===== config.mk =====
export PLATFORM = sky130hd
export DESIGN_NAME = traffic_phase_ctrl_flat
export DESIGN_NICKNAME = d
export VERILOG_FILES = /design/src/rtl/traffic_phase_ctrl_if.sv /design/src/rtl/traffic_phase_ctrl.sv /design/src/flat_wrapper.sv
export SDC_FILE = /design/constraint.sdc
export NUM_CORES = 1
export LEC_CHECK = 0
export ABC_AREA = 0
export CORE_MARGIN = 1.5
export CORE_UTILIZATION = 50
export DETAILED_ROUTE_END_ITERATION = 10
export PLACE_DENSITY = 0.8
export SLEW_MARGIN = 0
export SYNTH_ARGS = -nofsm -noshare
export SYNTH_HDL_FRONTEND = slang
export SYNTH_SLANG_ARGS = --single-unit

===== constraint.sdc =====
create_clock -name clk -period 2.09 [get_ports clk]
set_clock_uncertainty 0.15 [all_clocks]
set_input_delay 0.418 -clock clk [delete_from_list [all_inputs] [get_ports clk]]
set_output_delay 0.418 -clock clk [all_outputs]
set_load 0.1 [all_outputs]

===== src/rtl/traffic_phase_ctrl_if.sv =====
// Bundle of the phase sequencer's strobes, config bus and display/pedestrian outputs.
// The master drives tick/ped/config and the slave (the sequencer) drives the outputs.
interface traffic_phase_ctrl_if;
  logic       tick;
  logic       ped_req;
  logic       cfg_we;
  logic [1:0] cfg_sel;
  logic [3:0] cfg_data;
  logic [1:0] state;
  logic [3:0] count_down;
  logic [2:0] light;
  logic       ped_walk;
  logic       ped_ack;
  logic       phase_done;

  modport master (
    output tick, ped_req, cfg_we, cfg_sel, cfg_data,
    input  state, count_down, light, ped_walk, ped_ack, phase_done
  );

  modport slave (
    input  tick, ped_req, cfg_we, cfg_sel, cfg_data,
    output state, count_down, light, ped_walk, ped_ack, phase_done
  );
endinterface


===== src/rtl/traffic_phase_ctrl.sv =====
// Traffic-light phase sequencer: GREEN -> YELLOW -> RED -> ALL_RED, tick-driven countdown,
// pedestrian request latch with green truncation, and programmable phase durations.
module traffic_phase_ctrl #(
  parameter logic [3:0] G_DUR   = 4'd15,
  parameter logic [3:0] Y_DUR   = 4'd5,
  parameter logic [3:0] R_DUR   = 4'd10,
  parameter logic [3:0] AR_DUR  = 4'd1,
  parameter logic [3:0] PED_CUT = 4'd3
) (
  input  logic                 clk,
  input  logic                 reset,
  traffic_phase_ctrl_if.slave  bus
);

  localparam logic [1:0] S_GREEN   = 2'd0;
  localparam logic [1:0] S_YELLOW  = 2'd1;
  localparam logic [1:0] S_RED     = 2'd2;
  localparam logic [1:0] S_ALL_RED = 2'd3;

  logic [1:0] state_q;
  logic [1:0] next_state;
  logic [3:0] count_q;
  logic [3:0] next_count;
  logic [2:0] light_q;
  logic [2:0] next_light;
  logic       walk_q;
  logic       ack_q;
  logic       done_q;
  logic       ped_pend;
  logic       advance;
  logic       enter_red;
  logic [3:0] g_dur_q;
  logic [3:0] y_dur_q;
  logic [3:0] r_dur_q;

  // Duration registers are read before this cycle's write lands, so a
  // same-cycle write and reload always loads the old value.
  always_comb begin
    advance    = bus.tick && (count_q == 4'd0);
    enter_red  = advance && (state_q == S_YELLOW);
    next_state = state_q;
    next_count = count_q;
    if (bus.tick) begin
      if (count_q == 4'd0) begin
        next_state = state_q + 2'd1;
        case (state_q)
          S_GREEN:  next_count = y_dur_q;
          S_YELLOW: next_count = r_dur_q;
          S_RED:    next_count = AR_DUR;
          default:  next_count = g_dur_q;
        endcase
      end else if ((state_q == S_GREEN) && ped_pend && (count_q > PED_CUT)) begin
        next_count = PED_CUT;
      end else begin
        next_count = count_q - 4'd1;
      end
    end
    case (next_state)
      S_GREEN:  next_light = 3'b001;
      S_YELLOW: next_light = 3'b010;
      default:  next_light = 3'b100;
    endcase
  end

  always_ff @(posedge clk) begin
    if (reset) begin
      state_q  <= S_GREEN;
      count_q  <= G_DUR;
      light_q  <= 3'b001;
      walk_q   <= 1'b0;
      ack_q    <= 1'b0;
      done_q   <= 1'b0;
      ped_pend <= 1'b0;
      g_dur_q  <= G_DUR;
      y_dur_q  <= Y_DUR;
      r_dur_q  <= R_DUR;
    end else begin
      state_q  <= next_state;
      count_q  <= next_count;
      light_q  <= next_light;
      walk_q   <= (next_state == S_RED);
      done_q   <= advance;
      // A request arriving on the RED entry cycle is served by that entry.
      ack_q    <= enter_red && (ped_pend || bus.ped_req);
      ped_pend <= enter_red ? 1'b0 : (ped_pend || bus.ped_req);
      if (bus.cfg_we) begin
        case (bus.cfg_sel)
          2'd0:    g_dur_q <= bus.cfg_data;
          2'd1:    y_dur_q <= bus.cfg_data;
          2'd2:    r_dur_q <= bus.cfg_data;
          default: ;
        endcase
      end
    end
  end

  assign bus.state      = state_q;
  assign bus.count_down = count_q;
  assign bus.light      = light_q;
  assign bus.ped_walk   = walk_q;
  assign bus.ped_ack    = ack_q;
  assign bus.phase_done = done_q;

endmodule


===== src/flat_wrapper.sv =====
// flat-port wrapper written by rule: the top's interface ports become plain ports
module traffic_phase_ctrl_flat 
#(
  parameter logic [3:0] G_DUR   = 4'd15,
  parameter logic [3:0] Y_DUR   = 4'd5,
  parameter logic [3:0] R_DUR   = 4'd10,
  parameter logic [3:0] AR_DUR  = 4'd1,
  parameter logic [3:0] PED_CUT = 4'd3
)
  (clk, reset, bus_tick, bus_ped_req, bus_cfg_we, bus_cfg_sel, bus_cfg_data, bus_state, bus_count_down, bus_light, bus_ped_walk, bus_ped_ack, bus_phase_done);
  traffic_phase_ctrl_if bus_i ();
  input  logic clk;
  input  logic reset;
  input wire logic [$bits(bus_i.tick)-1:0] bus_tick;
  input wire logic [$bits(bus_i.ped_req)-1:0] bus_ped_req;
  input wire logic [$bits(bus_i.cfg_we)-1:0] bus_cfg_we;
  input wire logic [$bits(bus_i.cfg_sel)-1:0] bus_cfg_sel;
  input wire logic [$bits(bus_i.cfg_data)-1:0] bus_cfg_data;
  output wire logic [$bits(bus_i.state)-1:0] bus_state;
  output wire logic [$bits(bus_i.count_down)-1:0] bus_count_down;
  output wire logic [$bits(bus_i.light)-1:0] bus_light;
  output wire logic [$bits(bus_i.ped_walk)-1:0] bus_ped_walk;
  output wire logic [$bits(bus_i.ped_ack)-1:0] bus_ped_ack;
  output wire logic [$bits(bus_i.phase_done)-1:0] bus_phase_done;
  assign bus_i.tick = bus_tick;
  assign bus_i.ped_req = bus_ped_req;
  assign bus_i.cfg_we = bus_cfg_we;
  assign bus_i.cfg_sel = bus_cfg_sel;
  assign bus_i.cfg_data = bus_cfg_data;
  assign bus_state = bus_i.state;
  assign bus_count_down = bus_i.count_down;
  assign bus_light = bus_i.light;
  assign bus_ped_walk = bus_i.ped_walk;
  assign bus_ped_ack = bus_i.ped_ack;
  assign bus_phase_done = bus_i.phase_done;
  traffic_phase_ctrl #(.G_DUR(G_DUR), .Y_DUR(Y_DUR), .R_DUR(R_DUR), .AR_DUR(AR_DUR), .PED_CUT(PED_CUT)) u_core (.clk(clk), .reset(reset), .bus(bus_i));
endmodule

==> metrics.cfg <==
[sta]
max_freq_mhz=536
final-max-slew-violation-count=0
tightest_slew_ns=0.310
relSlewSlack_pct=79.3
post-route-min-period_ns=1.86
timing.final.crit_share_pct=89.2
hold_viol=0
setup_viol=0
fin_tns_setup_ns=0
rsz0062_at_grt=no

[min_path]
hp-class=flop to flop

[placed_design]
gp_congestion=0.837
io_buffers=22
dp_hpwl_um=1780

[synthesis]
syn-num-nets=141
ys_seq_elements=25
synth_top_area_share_pct=43.1
synth.area.top_cells=dfxtp_1 43%, a211o_1 6.0%, ha_1 5.4%
synthFlopType=dfxtp_1
yosys_warnings=0
avgSynthCellArea_um2=9.28
synth.most_common_cell=dfxtp_1
synth_cells=125
ys_types=37
synth_commonest_cells=25 x dfxtp_1, 12 x nor2_1, 9 x inv_1, 9 x nand2_1
yosysTopAreaCell=dfxtp_1
yosysSeqAreaShare_pct=43.1
synth_area_um2=1160
synth-edff-count=0
ys_async_sr_fraction_pct=0

[cts]
cts_setup_buffers=0
root_buffer=clkbuf_4
cts-htree-levels=1
cts_buffers=3
cts_num_sinks=25
clock_latency_ns=0.32
cts_resized=0
cts_tree=done
holdBufCountCts=0
clk_pin_slew_ns=0.13
cts_max_path_buffers=2

[power]
p_leak_nw=0.639
power-per-cell-area_nw_per_um2=583
ir_worst_vdd_uv=355

[route]
viasPerCell=5.52
ant_nets=0
met3WireLength_um=125
first_pass_iters=4
drt-total-wl_um=2410
drc=0
wl_met2_um=1110
vias=988
wire_per_inst_um=13.4
routed.top_layer=met4
wl_met1_um=1130
drt_iter0_markers=13

[setup_path]
worstPathArrival_ns=1.94
critPathKind=flop to flop
crit_path_start_kind=flop
crit_path_max_fanout=8
worst_ep_required_time_ns=2.17
critPathCaptureType=flop

[global_route]
grt_pass1_vias=947
track_usage_pct=21.1
grt_pass1_wl_um=4180
grt_max_degree=14
grt_antenna_before_repair=0
overflow=0

[floorplan]
fp.coreArea_um2=2190
num_rows=17
die_w_um=51.2
die_y_um=51.2
boundaryPins=23
die-area_um2=2620
initial_core_util_pct=52.9

[layout]
areaGrowthSynthToFinish_pct=28.8
fin_nets=168
drive_above_1_share_pct=19.2
post-route-util_pct=68.2
antenna_cells=0

[job]
maxCapViolations=0

[run_status]
status=completed

## state kept, by name, indices dropped and copies added (netlist names)
signal                 cells
u_core.y_dur_q             4
u_core.bus.light           3
u_core.bus.state           2
u_core.g_dur_q             4
u_core.ped_pend            1
u_core.bus.ped_walk        1
u_core.bus.phase_done      1
u_core.bus.count_down      4
u_core.bus.ped_ack         1
u_core.r_dur_q             4
## per-stage QoR
step	cell area, µm²	hold slack [ns]	worst slack (ns)	total power [W]	cells
2_1_floorplan	1170	0.285	0.0198	0.000602	125
3_3_place_gp	1470	0.295	0.179	0.000660	175
3_5_place_dp	1470	0.306	0.107	0.000664	175
4_1_cts	1490	0.336	0.221	0.000876	179
5_1_grt	1490	0.363	0.107	0.000903	179
6_report	1490	0.333	0.225	0.000871	179
## cell usage in the layout (no fill, tap or decap), types with 2 or more instances in the layout
cell	synthesis	layout
a211o_1	8	8
a21oi_1	8	8
a221o_1	2	2
and2b_1	2	2
buf_12	0	5
buf_4	0	11
clkbuf_4	0	3
clkdlybuf4s50_1	0	10
dfxtp_1	25	21
dfxtp_2	0	3
ha_1	5	5
inv_1	9	9
mux2i_1	4	4
nand2_1	9	9
nand3_1	3	3
nand3b_1	2	2
nor2_1	12	12
nor2b_1	5	5
nor3_1	3	3
o21ai_0	4	4
o32a_2	2	2
## power by group
group / switching (W) / total (W) / internal [W]
clock network: 0.000142 / 0.000217 / 0.0000749
registers: 0.0000169 / 0.000509 / 0.000493
logic: 0.0000762 / 0.000144 / 0.0000680
## worst max-delay path, stage by stage, from the launching register on
cell,delay (ns)
dfxtp_4,0.42
inv_1,0.13
ha_1,0.30
a221oi_1,0.32
nor3_1,0.11
o32a_2,0.32
## layer usage
layer	up-vias	track usage, %
li1	503	-
met1	449	28.3
met2	31	33.1
met3	5	3.80
met4	0	9.46
met5	-	0
## logic make-up after synthesis
| family | count (synthesis) | synth area share (%) |
|---|---|---|
| AND/OR/NAND/NOR | 43 | 20.2 |
| AO/OA/AOI/OAI | 34 | 22.7 |
| flip-flops | 25 | 43.1 |
| buffers and inverters | 13 | 4.42 |
| adder cells (fa/ha/maj) | 5 | 5.39 |
| multiplexers | 4 | 3.45 |
| XOR/XNOR | 1 | 0.755 |
## area by class of cell
| cell class | instances | area (µm²) |
|---|---|---|
| fillers | 180 | 697 |
| multi-input cells | 87 | 608 |
| flip-flops and latches | 25 | 508 |
| repair buffers | 26 | 283 |
| well taps | 28 | 35.0 |
| inverters | 9 | 33.8 |
| clock buffers | 4 | 26.3 |
## worst paths after layout
path,cells after the start,slack [ns],start,to
worst max-delay path,5,0.23,u_core.bus.state[0],u_core.bus.count_down[1]
worst min-delay path,1,0.33,u_core.y_dur_q[0],u_core.y_dur_q[0]
worst max register to register,5,0.23,u_core.bus.state[0],u_core.bus.count_down[1]
worst min register to register,1,0.33,u_core.y_dur_q[0],u_core.y_dur_q[0]
(Power assumes the default switching activity.)
